`src/rtl/mux_stim_pkg.sv`:
```
// mux_stim_pkg: shared types, widths and the ideal 2:1 mux response model.
`default_nettype none

package mux_stim_pkg;

  typedef enum logic [1:0] {
    IDLE  = 2'd0,
    DRIVE = 2'd1,
    HOLD  = 2'd2,
    DONE  = 2'd3
  } state_t;

  localparam int VEC_W   = 3;
  localparam int RESP_W  = 9;
  localparam int RESP_I0 = 0;
  localparam int RESP_I1 = 1;
  localparam int RESP_Y  = 8;

  localparam logic [RESP_W-1:0] CHK_MASK_DEFAULT = 9'h103;

  // vec is {S, I0, I1}; bits not modelled here expect 0
  function automatic logic [RESP_W-1:0] exp_resp(input logic [VEC_W-1:0] vec);
    logic [RESP_W-1:0] e;
    e          = '0;
    e[RESP_I0] = vec[1];
    e[RESP_I1] = vec[0];
    e[RESP_Y]  = vec[2] ? vec[0] : vec[1];
    return e;
  endfunction

endpackage

`default_nettype wire

```
`src/rtl/mux_stim_checker.sv`:
```
// mux_stim_checker: masked response compare with saturating error count,
// last failing index and sticky fail flag.
`default_nettype none

module mux_stim_checker
  import mux_stim_pkg::*;
#(
  parameter int                CNT_W    = 8,
  parameter logic [RESP_W-1:0] CHK_MASK = CHK_MASK_DEFAULT
) (
  input  logic              clk,
  input  logic              rst,
  input  logic              clear,
  input  logic              cmp_en,
  input  logic [VEC_W-1:0]  vec_idx,
  input  logic [RESP_W-1:0] resp,
  output logic              mismatch,
  output logic [CNT_W-1:0]  err_cnt,
  output logic [VEC_W-1:0]  last_fail_idx,
  output logic              fail_seen
);

  assign mismatch = |((resp ^ exp_resp(vec_idx)) & CHK_MASK);

  always_ff @(posedge clk or posedge rst) begin
    if (rst) begin
      err_cnt       <= '0;
      last_fail_idx <= '0;
      fail_seen     <= 1'b0;
    end else if (clear) begin
      err_cnt       <= '0;
      last_fail_idx <= '0;
      fail_seen     <= 1'b0;
    end else if (cmp_en && mismatch) begin
      if (err_cnt != '1) begin
        err_cnt <= err_cnt + CNT_W'(1);
      end
      last_fail_idx <= vec_idx;
      fail_seen     <= 1'b1;
    end
  end

endmodule

`default_nettype wire

```
`src/rtl/mux_stim_seq.sv`:
```
// mux_stim_seq: walks all 8 (S, I0, I1) vectors with a programmable dwell and
// checks the mux response. Define MUX_STIM_HALT_ON_FAIL_EN to stop at the first mismatch.
`default_nettype none

module mux_stim_seq
  import mux_stim_pkg::*;
#(
  parameter int                DWELL_CYCLES = 4,
  parameter int                CNT_W        = 8,
  parameter logic [RESP_W-1:0] CHK_MASK     = CHK_MASK_DEFAULT
) (
  input  logic              clk,
  input  logic              rst,
  input  logic              start,
  input  logic              step_mode,
  input  logic              step,
  input  logic [RESP_W-1:0] resp,
  output logic              S,
  output logic              I0,
  output logic              I1,
  output logic [VEC_W-1:0]  vec_idx,
  output logic              busy,
  output logic              done,
  output logic [CNT_W-1:0]  err_cnt,
  output logic [VEC_W-1:0]  last_fail_idx,
  output logic              fail_seen
);

`ifdef MUX_STIM_HALT_ON_FAIL_EN
  localparam bit HALT_ON_FAIL = 1'b1;
`else
  localparam bit HALT_ON_FAIL = 1'b0;
`endif

  localparam int             CW       = (DWELL_CYCLES > 1) ? $clog2(DWELL_CYCLES) : 1;
  localparam logic [CW-1:0]  LAST_CNT = CW'(DWELL_CYCLES - 1);
  localparam logic [VEC_W-1:0] LAST_VEC = '1;

  state_t           state, state_nxt;
  logic [CW-1:0]    cnt, cnt_nxt;
  logic [VEC_W-1:0] vec_nxt;
  logic             clear;
  logic             cmp_en;
  logic             mismatch;

  always_ff @(posedge clk or posedge rst) begin
    if (rst) begin
      state   <= IDLE;
      cnt     <= '0;
      vec_idx <= '0;
      busy    <= 1'b0;
      done    <= 1'b0;
    end else begin
      state   <= state_nxt;
      cnt     <= cnt_nxt;
      vec_idx <= vec_nxt;
      busy    <= (state_nxt == DRIVE) || (state_nxt == HOLD);
      done    <= (state_nxt == DONE);
    end
  end

  always_comb begin
    state_nxt = state;
    cnt_nxt   = cnt;
    vec_nxt   = vec_idx;
    clear     = 1'b0;
    cmp_en    = 1'b0;
    case (state)
      IDLE, DONE: begin
        if (start) begin
          state_nxt = DRIVE;
          cnt_nxt   = '0;
          vec_nxt   = '0;
          clear     = 1'b1;
        end
      end
      DRIVE: begin
        if (cnt == LAST_CNT) begin
          cmp_en = 1'b1;
          if ((vec_idx == LAST_VEC) || (HALT_ON_FAIL && mismatch)) begin
            state_nxt = DONE;
          end else if (step_mode) begin
            state_nxt = HOLD;
          end else begin
            cnt_nxt = '0;
            vec_nxt = vec_idx + VEC_W'(1);
          end
        end else begin
          cnt_nxt = cnt + CW'(1);
        end
      end
      HOLD: begin
        // Dropping step_mode releases a held vector just like a step pulse
        if (step || !step_mode) begin
          state_nxt = DRIVE;
          cnt_nxt   = '0;
          vec_nxt   = vec_idx + VEC_W'(1);
        end
      end
      default: state_nxt = IDLE;
    endcase
  end

  assign S  = vec_idx[2];
  assign I0 = vec_idx[1];
  assign I1 = vec_idx[0];

  mux_stim_checker #(
    .CNT_W    (CNT_W),
    .CHK_MASK (CHK_MASK)
  ) u_checker (
    .clk           (clk),
    .rst           (rst),
    .clear         (clear),
    .cmp_en        (cmp_en),
    .vec_idx       (vec_idx),
    .resp          (resp),
    .mismatch      (mismatch),
    .err_cnt       (err_cnt),
    .last_fail_idx (last_fail_idx),
    .fail_seen     (fail_seen)
  );

endmodule

`default_nettype wire

```
`config.mk`:
```
export PLATFORM = sky130hd
export DESIGN_NAME = mux_stim_seq
export DESIGN_NICKNAME = d
export VERILOG_FILES = /design/src/rtl/mux_stim_pkg.sv /design/src/rtl/mux_stim_checker.sv /design/src/rtl/mux_stim_seq.sv
export SDC_FILE = /design/constraint.sdc
export NUM_CORES = 1
export LEC_CHECK = 0
export ABC_AREA = 1
export BUFFER_PORTS_ARGS = -buffer_cell sky130_fd_sc_hd__buf_2
export CAP_MARGIN = 40
export CORE_UTILIZATION = 45
export CTS_CLUSTER_SIZE = 20
export DETAILED_ROUTE_END_ITERATION = 16
export PLACE_DENSITY = 0.8
export SYNTH_ARGS = -nofsm -noshare
export SYNTH_HDL_FRONTEND = slang
export SYNTH_SLANG_ARGS = --single-unit
export TNS_END_PERCENT = 20
```
`constraint.sdc`:
```
create_clock -name clk -period 1.6 [get_ports clk]
set_clock_uncertainty 0.1 [all_clocks]
set_input_delay 0.24 -clock clk [delete_from_list [all_inputs] [get_ports clk]]
set_output_delay 0.24 -clock clk [all_outputs]
set_load 0.005 [all_outputs]
```
; ---- Word level (Yosys, flattened, before mapping)
; Cells that the tools add are included.
[op_classes]
add_sub_neg = 3
eq_ne = 16
mux = 30
bitwise_logic = 1
reduce_logical = 12
[op_table]
columns = cell, count
row1 = $mux 8, 3
row2 = $mux 3, 7
row3 = $mux 2, 10
row4 = $pmux 2 s3, 2
row5 = $eq 2x2->1 const B, 5
row6 = $ne 2x2->1 const B, 5
row7 = $pmux 3 s3, 1
row8 = $xor 9x9->9, 1
row9 = $add 8x1->8 const B, 1
row10 = $ne 8x8->1 const B, 1
row11 = $mux 1, 7
row12 = $ne 3x3->1 const B, 2
row13 = $reduce_and 5->1, 1
row14 = $eq 2x1->1 const B, 2
row15 = $reduce_and 4->1, 1
row16 = $reduce_bool 2->1, 2
row17 = $add 3x1->3 const B, 1
row18 = $eq 3x3->1 const B, 1
row19 = $reduce_or 3->1, 1
row20 = $add 2x1->2 const B, 1
row21 = $logic_not 2->1, 1
row22 = $logic_or 1x1->1, 2
row23 = $reduce_and 2->1, 1
row24 = $reduce_or 2->1, 1
row25 = 2 further kinds, 2
[word_totals]
ff_bits = 21
in_bits = 14
output_inout_bits = 20
word_cells = 70

; ---- Logic depth before layout (Yosys ltp)
; Gate-level depths: netlist of the first run.
[depth]
depth_word = 6
ltp_mapped = 10
ltp_nobuf = 10

; ---- Cells and area by module
; Synthesis of the first run repeated with hierarchy kept, for this count alone.
[hier_totals]
hier_cells = 186
area_unflattened_um2 = 1352.5
[by_module_without_submodules]
columns = mod, n_inst, cells_per_inst, area_per_inst_um2, seq_area_each_um2
row1 = mux_stim_checker, 1, 105, 757.0, 300.3
row2 = mux_stim_seq, 1, 81, 595.6, 225.2

; ---- Worst setup path after synthesis of the first run
; OpenSTA, ideal clock, no wires.
[synth_timing]
path_type = register to register
from = register state[0]
to = register busy
setup_time_ns = 0.126
t_arrival_ns = 1.562
t_required_ns = 1.374
slack_ns = -0.187
path_stages_with_launch = 8
path_buffers = 0
period_less_slack_ns = 1.787
path_cell_list = dfrtp_1 inv_1 ha_1 inv_2 or2_2 o21ai_0 inv_1 ha_1
[synth_via]
elab_chain_len = 6
word_cells_on_any_way = 14
cone_classes = eq/ne: 5 / mux: 6 / reduce/logical: 3
[synth_rtl]
columns = item, line
row1 = start: declaration, mux_stim_seq.sv:39  ; state_t state, state_nxt;
row2 = start signal: assignment, mux_stim_seq.sv:54  ; state <= state_nxt;
row3 = $mux 2, mux_stim_seq.sv:82  ; end else if (step_mode) begin
row4 = $mux 2, mux_stim_seq.sv:80  ; if ((vec_idx == LAST_VEC) || (HALT_ON_FAIL && mismatch)) begin
row5 = $mux 2, mux_stim_seq.sv:78  ; if (cnt == LAST_CNT) begin
row6 = $pmux 2 s3 (*), mux_stim_seq.sv:68  ; case (state)
row7 = $eq 2x1->1 or $eq 2x2->1 (tied branches), mux_stim_seq.sv:57  ; busy <= (state_nxt == DRIVE) || (state_nxt == HOLD);
row8 = $logic_or 1x1->1 (*), mux_stim_seq.sv:57
row9 = end signal: assignment, mux_stim_seq.sv:57
row10 = end: declaration, mux_stim_seq.sv:22  ; output logic busy,
; Every way passes the cells marked *; elsewhere a longest branch is shown, timed or not.
; A chain may end at the register's enable or synchronous reset.

; ---- Worst setup path in the final report of the first run
[layout_timing]
from = register state[0]
to = register busy
[layout_via]
word_cells_on_any_way = 14
cone_classes = eq/ne: 5 / mux: 6 / reduce/logical: 3
[layout_rtl]
columns = item, line
row1 = $eq 2x2->1 or $logic_not 2->1 (tied branches), mux_stim_seq.sv:68
row2 = $reduce_or 2->1, mux_stim_seq.sv:68
row3 = $pmux 2 s3 (*), mux_stim_seq.sv:68
row4 = via state_nxt[1], mux_stim_seq.sv:39
row5 = $eq 2x1->1 or $eq 2x2->1 (tied branches), mux_stim_seq.sv:57
row6 = $logic_or 1x1->1 (*), mux_stim_seq.sv:57
; The timed path passes the listed nets; every way through them passes the cells marked *.

==> impl_metrics.csv, run 1 <==
group,metric,value,unit
sta,max_freq,586.4,MHz
power,power.leakage,0.9832,nW
die,die_w,55.13,µm
sta,slew_viol_final,0,
die,start_util,49.46,%
run,max_cap_violations,0,
placed_design,dp.cells,240,
finish,diodes,0,
logic_synthesis,synthesis.instances,168,
detailed_routing,antenna_left,0,
sta,period_share,106.6,%
finish,final_nets,240,
finish,multi_input_area,670.6,µm²
clock_network,cts_buffers,3,
worst_setup_path,crit_start,"state[0]$_DFF_PP0_",
logic_synthesis,ys_top_cells_by_count,"nand2_1, nand3_1, dfrtp_1",
logic_synthesis,synth_top_flop_cell,"dfrtp_1",
worst_setup_path,r2r_start,"state[0]$_DFF_PP0_",
finish,fin_util,64.77,%
clock_network,cts_tree,"yes",
sta,slew-limit-headroom,82.25,%
worst_setup_path,critPathLaunchType,"flop",
detailed_routing,drtIter0Drc,10,
sta,setup_slack,-0.1054,ns
detailed_routing,routedWlPerCell,10.52,µm
power,internal_power,1.445,mW
clock_network,clock_latency,0.30,ns
finish,register_area,525.5,µm²
grt,antenna_found_initial,0,
worst_setup_path,cp_max_fo,3,
detailed_routing,dr.pass1.iters,5,
logic_synthesis,synth-seq-cells,21,
logic_synthesis,synth.top_cell.area_share,41.38,%
logic_synthesis,syn-num-nets,189,
logic_synthesis,yosysWarnings,0,
grt,grt_max_degree,22,
die,ios,34,
logic_synthesis,synth.distinct_cells,20,
logic_synthesis,synthesis.area,1270,µm²
logic_synthesis,yosysMostFrequentCell,"nand2_1",
worst_setup_path,cp.required,1.70,ns
hold_path,min_from,"start",
clock_network,htreeDepth,1,
worst_setup_path,reg2regPathDepth,7,
power,p_total,2.425,mW
logic_synthesis,syn_area_per_cell,7.559,µm²
logic_synthesis,synth_top_area_cell,"dfrtp_1",
grt,grt_pass1_wl,4098,µm
hold_path,holdPathStages,5,
worst_setup_path,worstSetupEndpointType,"flop",
power,ir_worst_vdd,0.9483,mV
clock_network,clk_pin_slew_worst_paths,0.11,ns
worst_setup_path,worstPathArrival,1.80,ns
clock_network,cts-root-buf,"clkbuf_4",
worst_setup_path,reg2reg_slack,-0.11,ns
die,fp.coreArea,2567,µm²
logic_synthesis,synthTopCellsByArea,"dfrtp_1, nand2_1, nand3_1",
placed_design,portBuffers,27,
die,rows,18,
power,power.share.sequential,33.2,%
hold_path,hold_class,"primary input to flop",
worst_setup_path,critPathKind,"flop to flop",
power,switching_share,40.40,%
detailed_routing,drc,0,
sta,rsz0062_at_grt,"true",
detailed_routing,vias,1172,
logic_synthesis,async_reset_ff_share,100.0,%
die,die_area,3039,µm²
detailed_routing,drt-total-wl,2609,µm
power,combPwrFrac,56.2,%
logic_synthesis,synth-edff-count,0,
grt,first_global_vias,948,
grt,grt_usage,19.07,%
finish,finalNonFillerCells,248,
sta,worstMarginPinSlew,0.2663,ns
outcome,violations,"setup timing",
sta,setup_viol,2,
grt,overflow,0,
power,p_per_area,1458,nW/µm²
sta,fin_crit,1.705,ns
hold_path,worst_hold_path.endpoint,"state[0]$_DFF_PP0_",
finish,fillCellCount,228,
clock_network,clockBufferDepth,2,
finish,areaGrowthSynthToFinish,30.94,%
outcome,outcome,"finished, violations left",
worst_setup_path,r2r_end,"busy$_DFF_PP0_",
sta,tns,-0.1316,ns
power,power.switching,979.6,µW
placed_design,dp_hpwl,1942,µm
sta,hold_violations,0,
clock_network,cts_sinks,21,
die,die_h,55.13,µm
placed_design,gp_congestion,0.7856,
power,pwr-share-clk,10.6,%
logic_synthesis,ys_seq_area_share,41.38,%
detailed_routing,viasPerCell,4.726,
finish,drive_gt1_share,33.49,%
## flip-flops by register name (all words and copies together) (netlist names)
name	cells
busy	1
u_checker.last_fail_idx	3
state	2
vec_idx	3
u_checker.err_cnt	8
cnt	2
u_checker.fail_seen	1
done	1
## how the worst max path moves through the flow
| stage | to | slack [ns] | cells past startpoint |
|---|---|---|---|
| after floorplan | busy$_DFF_PP0_ | -0.07 | 7 |
| after global placement | vec_idx[0]$_DFFE_PP0P_ | -0.1 | 9 |
| after detailed placement | vec_idx[1]$_DFFE_PP0P_ | -0.15 | 9 |
| after CTS | busy$_DFF_PP0_ | -0.11 | 7 |
| after global routing | busy$_DFF_PP0_ | -0.18 | 7 |
| final | busy$_DFF_PP0_ | -0.11 | 7 |
## power by group through the flow
stage	Clock, mW	Combinational, mW	Sequential (mW)
after floorplan	0	0.714	0.861
after global placement	0	1.21	0.813
after detailed placement	0	1.25	0.816
after CTS	0.266	1.34	0.806
after global routing	0.293	1.55	0.835
final	0.256	1.36	0.806
## placed cells by master (no fill, tap or decap)
cell type      count
o21ai_1            4
nor3_4             1
inv_1             17
o21ai_0            4
inv_2              4
o211a_1            1
a21oi_1            3
clkbuf_1           1
nor2_1            14
o21ai_2            1
nand3_1           25
nand2_1           46
ha_1               5
a21oi_4            1
or2_4              1
inv_4              1
nand4_4            1
buf_4             23
nor3_1             2
buf_2             27
clkbuf_4           3
dlygate4sd3_1      1
dfrtp_1           21
nand2_4            1
nand4_1            1
ha_4               2
nand2_2            7
## routing by layer
metal  part of all wire (%)  vias up  global-route usage [%]
li1                       -      636                       -
met1                     51      511                   26.60
met2                     45       23                   30.92
met3                    3.3        2                   2.459
met4                   0.73        0                   5.000
met5                      0        -                       0
## cell families (layout without fill, tap and decap cells)
logic type / after synthesis / in the layout / share of synthesized area (%)
simple gates: 99 / 99 / 36.26
compound gates: 14 / 14 / 5.911
buf+inv: 27 / 77 / 9.556
flops: 21 / 21 / 41.38
fa+ha+maj: 7 / 7 / 6.896
## layout make-up
class | count | share of cell area, %
Inverter | 22 | 5.117
Clock buffer | 4 | 1.580
Timing Repair Buffer | 51 | 19.11
Tap cell | 30 | 2.257
Multi-Input combinational cell | 120 | 40.33
Sequential cell | 21 | 31.60
## what timing repair did
action                                 in CTS  in global routing
setup endpoints to repair                   6                 18
setup buffers                               2                  1
gates resized for setup                     5                  3
pin swaps                                   4                  5
hold buffers                                1                  0
endpoints found under the hold margin      21                  0
## per-stage QoR
stage | instance area, µm² | hold WS, ns | setup WS [ns]
2_1_floorplan | 1294 | 0.1165 | -0.07102
3_3_place_gp | 1578 | 0.1820 | -0.09758
3_5_place_dp | 1578 | 0.1985 | -0.1539
4_1_cts | 1643 | 0.2015 | -0.1071
5_1_grt | 1663 | 0.3483 | -0.1844
6_report | 1663 | 0.3313 | -0.1054
## worst max-delay path, stage by stage, from the launching register on
cell     delay [ns]
dfrtp_1        0.40
inv_2          0.07
ha_4           0.29
inv_4          0.03
or2_4          0.23
nand2_2        0.07
o211a_1        0.22
ha_4           0.21
No activity file was read; power rests on OpenSTA's default activity.
==> run 2, diff against run 1 <==
--- a/config.mk
+++ b/config.mk
@@ -8,6 +8,7 @@
 export ABC_AREA = 1
 export BUFFER_PORTS_ARGS = -buffer_cell sky130_fd_sc_hd__buf_2
 export CAP_MARGIN = 40
+export CORE_MARGIN = 2
 export CORE_UTILIZATION = 45
 export CTS_CLUSTER_SIZE = 20
 export DETAILED_ROUTE_END_ITERATION = 16
==> impl_metrics.csv, run 2 (synthesis results as in run 1) <==
group,metric,value,unit
hold_path,min_from,"step_mode",
clock_network,clockBufferDepth,2,
hold_path,hold_class,"primary input to flop",
sta,period_share,106.3,%
grt,overflow,0,
clock_network,cts_tree,"yes",
worst_setup_path,max_stage_delay,0.40,ns
power,p_per_area,1500,nW/µm²
worst_setup_path,r2r_end,"busy$_DFF_PP0_",
sta,hold_slack,0.1996,ns
worst_setup_path,critPathKind,"flop to flop",
die,ios,34,
die,rows,19,
sta,worstMarginPinSlew,0.2719,ns
sta,rsz0062_at_grt,"true",
die,start_util,46.86,%
hold_path,worst_hold_path.endpoint,"cnt[1]$_DFFE_PP0P_",
power,power.switching,1.064,mW
worst_setup_path,worstSetupEndpointType,"flop",
detailed_routing,drc,0,
sta,tns,-0.1002,ns
finish,regMostFlops,"u_checker.err_cnt",
worst_setup_path,reg2regPathDepth,7,
die,die_area,3263,µm²
sta,slew-limit-headroom,81.88,%
finish,final_common_cell,"nand2_1",
detailed_routing,viasPerCell,5.045,
finish,largest_register_ffs,8,
worst_setup_path,critPathLaunchType,"flop",
finish,reg_top3,"u_checker.err_cnt: 8 flops, u_checker.last_fail_idx: 3 flops, vec_idx: 3 flops",
die,die_h,57.13,µm
power,pwr-share-clk,10.7,%
sta,max_freq,588.2,MHz
grt,grt_pass1_wl,4629,µm
worst_setup_path,r2r_start,"state[0]$_DFF_PP0_",
worst_setup_path,cp.required,1.71,ns
detailed_routing,drt-total-wl,2779,µm
grt,antenna_found_initial,0,
sta,setup_viol,1,
detailed_routing,dr.pass1.iters,4,
sta,slew_viol_final,0,
detailed_routing,drtIter0Drc,20,
finish,diodes,0,
grt,grt_usage,18.04,%
finish,final_nets,235,
power,p_total,2.534,mW
sta,setup_slack,-0.1002,ns
clock_network,cts_buffers,3,
outcome,violations,"setup timing",
die,fp.coreArea,2710,µm²
grt,grt_max_degree,22,
clock_network,clock_latency,0.32,ns
sta,hold_violations,0,
clock_network,clk_pin_slew_worst_paths,0.11,ns
worst_setup_path,worstPathArrival,1.81,ns
placed_design,dp_hpwl,2019,µm
finish,fillCellCount,263,
worst_setup_path,cp_cell_sequence,"inv_2, ha_4, inv_4, or2_4, nand2_4, o211a_1, ha_1",
worst_setup_path,cp_max_fo,3,
placed_design,gp_congestion,0.7944,
grt,first_global_vias,1102,
worst_setup_path,cpMaxStageDelayCell,"dfrtp_1",
detailed_routing,vias,1231,
finish,drive_gt1_share,35.68,%
power,switching_share,41.99,%
power,ir_worst_vdd,1.139,mV
clock_network,cts-root-buf,"clkbuf_4",
hold_path,holdPathStages,4,
finish,final_cell_mix,"nand2_1, buf_2, nand3_1",
power,power.leakage,0.9676,nW
clock_network,cts_sinks,21,
detailed_routing,antenna_left,0,
power,internal_power,1.470,mW
detailed_routing,routedWlPerCell,11.39,µm
worst_setup_path,reg2reg_slack,-0.10,ns
placed_design,dp_worst_setup_slack,-0.1448,ns
run,max_cap_violations,0,
power,power.share.sequential,31.7,%
die,die_w,57.13,µm
power,combPwrFrac,57.6,%
placed_design,portBuffers,27,
finish,areaGrowthSynthToFinish,33.00,%
clock_network,htreeDepth,1,
outcome,outcome,"finished, violations left",
sta,fin_crit,1.700,ns
run 2: cell count changes in the layout (fill, tap and decap cells not counted), moves of 2 or more:
cell     previous run  this run
buf_6               0         2
o21ai_1             4         1
inv_4               1         3
nand2_4             1         3
inv_1              17        15
buf_4              23        16
nand2_2             7         5
run 2: worst max path at each step:
stage | cells past startpoint | slack [ns] | to | startpoint
final | 7 | -0.10 | busy$_DFF_PP0_ | state[0]$_DFF_PP0_
after global placement | 9 | -0.08 | vec_idx[1]$_DFFE_PP0P_ | state[0]$_DFF_PP0_
after global routing | 7 | -0.14 | busy$_DFF_PP0_ | state[0]$_DFF_PP0_
after detailed placement | 9 | -0.14 | vec_idx[0]$_DFFE_PP0P_ | state[0]$_DFF_PP0_
after floorplan | 7 | -0.07 | busy$_DFF_PP0_ | state[0]$_DFF_PP0_
after CTS | 7 | -0.09 | busy$_DFF_PP0_ | state[0]$_DFF_PP0_
run 2: final cells by class:
class | count | area [µm²] | share of cell area [%]
Multi-Input combinational cell | 120 | 719.4 | 42.59
Sequential cell | 21 | 525.5 | 31.11
Timing Repair Buffer | 46 | 287.8 | 17.04
Inverter | 22 | 90.09 | 5.333
Tap cell | 31 | 38.79 | 2.296
Clock buffer | 3 | 22.52 | 1.333
Clock inverter | 1 | 5.005 | 0.2963
run 2: worst max-delay path, delay by kind of cell (launching register included):
| family | cells | cell delay, ns |
|---|---|---|
| flops | 1 | 0.40 |
| fa+ha+maj | 2 | 0.51 |
| buf+inv | 2 | 0.10 |
| simple gates | 2 | 0.33 |
| compound gates | 1 | 0.17 |
run 2: power by group through the flow:
| stage | combinational (mW) | sequential, mW | clock (mW) |
|---|---|---|---|
| after global routing | 1.64 | 0.828 | 0.302 |
| after CTS | 1.29 | 0.806 | 0.284 |
| final | 1.46 | 0.804 | 0.270 |
| after floorplan | 0.714 | 0.861 | 0 |
| after global placement | 1.21 | 0.810 | 0 |
| after detailed placement | 1.24 | 0.817 | 0 |
run 2: stage by stage:
| step | std cells | instance area, µm² | util (%) |
|---|---|---|---|
| 4_1_cts | 243 | 1617 | 59.65 |
| 3_3_place_gp | 238 | 1556 | 57.43 |
| 5_1_grt | 244 | 1689 | 62.33 |
| 3_5_place_dp | 238 | 1556 | 57.43 |
| 2_1_floorplan | 168 | 1294 | - |
| 6_report | 244 | 1689 | 62.33 |
run 2: timing repair:
item,4_1_cts,5_1_grt
hold endpoints to repair,21,0
pin swaps,2,5
gates resized for setup,4,20
buffers inserted,0,1
endpoints found under the setup margin,12,15
hold buffers,1,0
run 2: per-layer routing:
layer,global-route usage [%],routed length (µm),vias up
met5,0,0,-
met4,5.980,37,0
met3,3.401,72,3
met2,32.35,1442,18
met1,21.68,1226,585
li1,-,-,625
==> run 3, diff against run 2 <==
--- a/config.mk
+++ b/config.mk
@@ -5,7 +5,7 @@
 export SDC_FILE = /design/constraint.sdc
 export NUM_CORES = 1
 export LEC_CHECK = 0
-export ABC_AREA = 1
+export ABC_AREA = 0
 export BUFFER_PORTS_ARGS = -buffer_cell sky130_fd_sc_hd__buf_2
 export CAP_MARGIN = 40
 export CORE_MARGIN = 2
==> impl_metrics.csv, run 3 <==
group,metric,value,unit
outcome,outcome,"finished, violations left",
outcome,violations,"setup timing",
placed_design,place_area,1733,µm²
detailed_routing,drc,0,
finish,regMostFlops,"u_checker.err_cnt",
worst_setup_path,reg2reg_slack,-0.29,ns
logic_synthesis,yosysMostFrequentCell,"dfrtp_1",
placed_design,portBuffers,27,
grt,grt_max_degree,22,
die,die_h,57.07,µm
worst_setup_path,path_delay_family,"simple AND/OR/NAND/NOR gates",
logic_synthesis,synth-seq-cells,21,
worst_setup_path,critPathBufInv,0,
sta,max_freq,528.5,MHz
worst_setup_path,critPathLaunchType,"flop",
finish,finalNonFillerCells,226,
detailed_routing,drt-total-wl,3423,µm
detailed_routing,antenna_left,0,
sta,worstMarginPinSlew,0.4318,ns
logic_synthesis,synth_top_area_cell,"dfrtp_1",
clock_network,htreeDepth,1,
grt,grt_usage,20.35,%
logic_synthesis,syn-num-nets,151,
die,fp.coreArea,2710,µm²
clock_network,cts_sinks,21,
placed_design,dp.cells,219,
finish,final_common_cell,"buf_4",
worst_setup_path,cp_cell_sequence,"and4_4, a221o_1, nor4_2, mux2i_1",
placed_design,dp_hpwl,2455,µm
die,ios,34,
logic_synthesis,synthesis.instances,130,
logic_synthesis,ys_top_cells_by_count,"dfrtp_1, nand2_1, nor2_1",
finish,areaGrowthSynthToFinish,48.27,%
finish,diodes,0,
die,die_area,3257,µm²
detailed_routing,route.met2.wl,1821,µm
clock_network,cts_tree,"yes",
die,rows,19,
detailed_routing,vias,1325,
sta,period_share,118.3,%
detailed_routing,met3_length,181,µm
grt,first_global_vias,1237,
sta,setup_viol,20,
sta,slew_viol_final,0,
sta,fin_crit,1.892,ns
placed_design,dp_worst_setup_slack,-0.2714,ns
logic_synthesis,synth.top_cell.area_share,41.46,%
clock_network,clock_latency,0.31,ns
finish,final_nets,217,
finish,fillCellCount,203,
logic_synthesis,synth.distinct_cells,39,
sta,tns,-3.129,ns
power,ir_worst_vdd,0.8800,mV
die,die_w,57.07,µm
worst_setup_path,cp.required,1.73,ns
finish,largest_register_ffs,8,
sta,rsz0062_at_grt,"true",
logic_synthesis,synthTopCellsByArea,"dfrtp_1, ha_1, a21oi_1",
detailed_routing,dr.pass1.iters,4,
die,start_util,46.77,%
worst_setup_path,worstSetupEndpointType,"flop",
worst_setup_path,cpMaxStageDelayCell,"dfrtp_2",
detailed_routing,viasPerCell,5.863,
clock_network,cts-root-buf,"clkbuf_4",
logic_synthesis,async_reset_ff_share,100.0,%
power,power.leakage,0.8960,nW
clock_network,clk_pin_slew_worst_paths,0.13,ns
worst_setup_path,cp_max_fo,6,
finish,reg_top3,"u_checker.err_cnt: 8 flops, u_checker.last_fail_idx: 3 flops, vec_idx: 3 flops",
clock_network,cts_buffers,3,
hold_path,hold_class,"primary input to flop",
finish,finalInstanceArea,1879,µm²
detailed_routing,routedWlPerCell,15.15,µm
finish,drive_gt1_share,53.85,%
grt,antenna_found_initial,0,
run,max_cap_violations,0,
power,p_per_area,1250,nW/µm²
logic_synthesis,synth-edff-count,0,
grt,overflow,0,
logic_synthesis,yosysWarnings,0,
worst_setup_path,worstPathArrival,2.03,ns
sta,slew-limit-headroom,71.11,%
sta,setup_slack,-0.2921,ns
logic_synthesis,synth_top_flop_cell,"dfrtp_1",
logic_synthesis,syn_area_per_cell,9.750,µm²
finish,final_cell_mix,"buf_4, buf_2, dfrtp_1",
detailed_routing,highest_layer,"met4",
grt,grt_pass1_wl,5264,µm
clock_network,clockBufferDepth,2,
placed_design,gp_congestion,0.8091,
logic_synthesis,synthesis.area,1267,µm²
detailed_routing,drtIter0Drc,50,
worst_setup_path,max_stage_delay,0.46,ns
power,p_total,2.350,mW
detailed_routing,wl_met1,1349,µm
sta,hold_violations,0,
logic_synthesis,ys_seq_area_share,41.46,%
worst_setup_path,critPathKind,"flop to flop",
==> run 3: changes by cell type in the layout (fill, tap and decap cells not counted), moves of 4 or more <==
cell and change:
nand2_1 -36, buf_4 +22, nand3_1 -17, inv_1 -11
nor2_1 -8, nand2_2 -5, a21oi_1 +4, mux2i_1 +4
o21ai_0 -4
==> run 3: cells by family (layout without fill, tap and decap cells) <==
logic type      Yosys count  after routing  synth area share (%)
compound gates           34             34                 18.46
xor+xnor                  1              1                0.6911
fa+ha+maj                 7              7                 6.910
buf+inv                  11             76                 4.739
flops                    21             21                 41.46
mux                       8              8                 7.008
simple gates             48             48                 20.73
==> run 3: per-stage QoR <==
stage	hold slack, ns	util [%]
detailed placement	0.1888	63.94
floorplan	0.1164	-
CTS	0.2272	67.64
global route	0.2667	69.34
global placement	0.1767	63.94
finish	0.2461	69.34
==> run 3: final timing paths <==
kind	start	endpoint	depth (start not counted)
worst max-delay path	vec_idx[1]$_DFFE_PP0P_	u_checker.err_cnt[3]$_DFFE_PP0P_	4
worst min-delay path	start	u_checker.fail_seen$_DFFE_PP0P_	3
worst max register to register	vec_idx[1]$_DFFE_PP0P_	u_checker.err_cnt[3]$_DFFE_PP0P_	4
worst min register to register	u_checker.fail_seen$_DFFE_PP0P_	u_checker.fail_seen$_DFFE_PP0P_	1
max in group asynchronous	rst	vec_idx[1]$_DFFE_PP0P_	4
min in group asynchronous	rst	done$_DFF_PP0_	4
==> run 3: layer usage <==
metal | vias up | track usage, %
met5 | - | 0
met4 | 0 | 9.302
met3 | 17 | 2.494
met2 | 59 | 36.62
met1 | 629 | 24.09
li1 | 620 | -
==> run 3: report_power, final <==
| group | internal (mW) | leakage, nW | switching (mW) |
|---|---|---|---|
| Clock | 0.0974 | 0.0150 | 0.175 |
| Combinational | 0.727 | 0.603 | 0.585 |
| Sequential | 0.653 | 0.278 | 0.111 |
==> run 3: area by class of cell <==
| type | instances | area [µm²] | share of cell area [%] |
|---|---|---|---|
| tap | 31 | 38.79 | 2.064 |
| inverter | 5 | 18.77 | 0.9987 |
| timing repair buffer | 67 | 441.7 | 23.50 |
| clock buffer | 4 | 26.28 | 1.398 |
| multi-input combinational | 98 | 824.5 | 43.87 |
| sequential | 21 | 529.3 | 28.16 |
==> run 3: tightest hold or removal path, cell delays in order <==
cell and delay [ns]:
buf_2 0.10, nand2_1 0.15, o21a_1 0.14
==> run 3: what timing repair did <==
| action | CTS | global route |
|---|---|---|
| setup buffers | 1 | 1 |
| setup endpoints to repair | 21 | 21 |
| gates resized for setup | 14 | 9 |
| hold buffers | 1 | 0 |
| pin swaps | 4 | 4 |
| hold endpoints to repair | 21 | 0 |
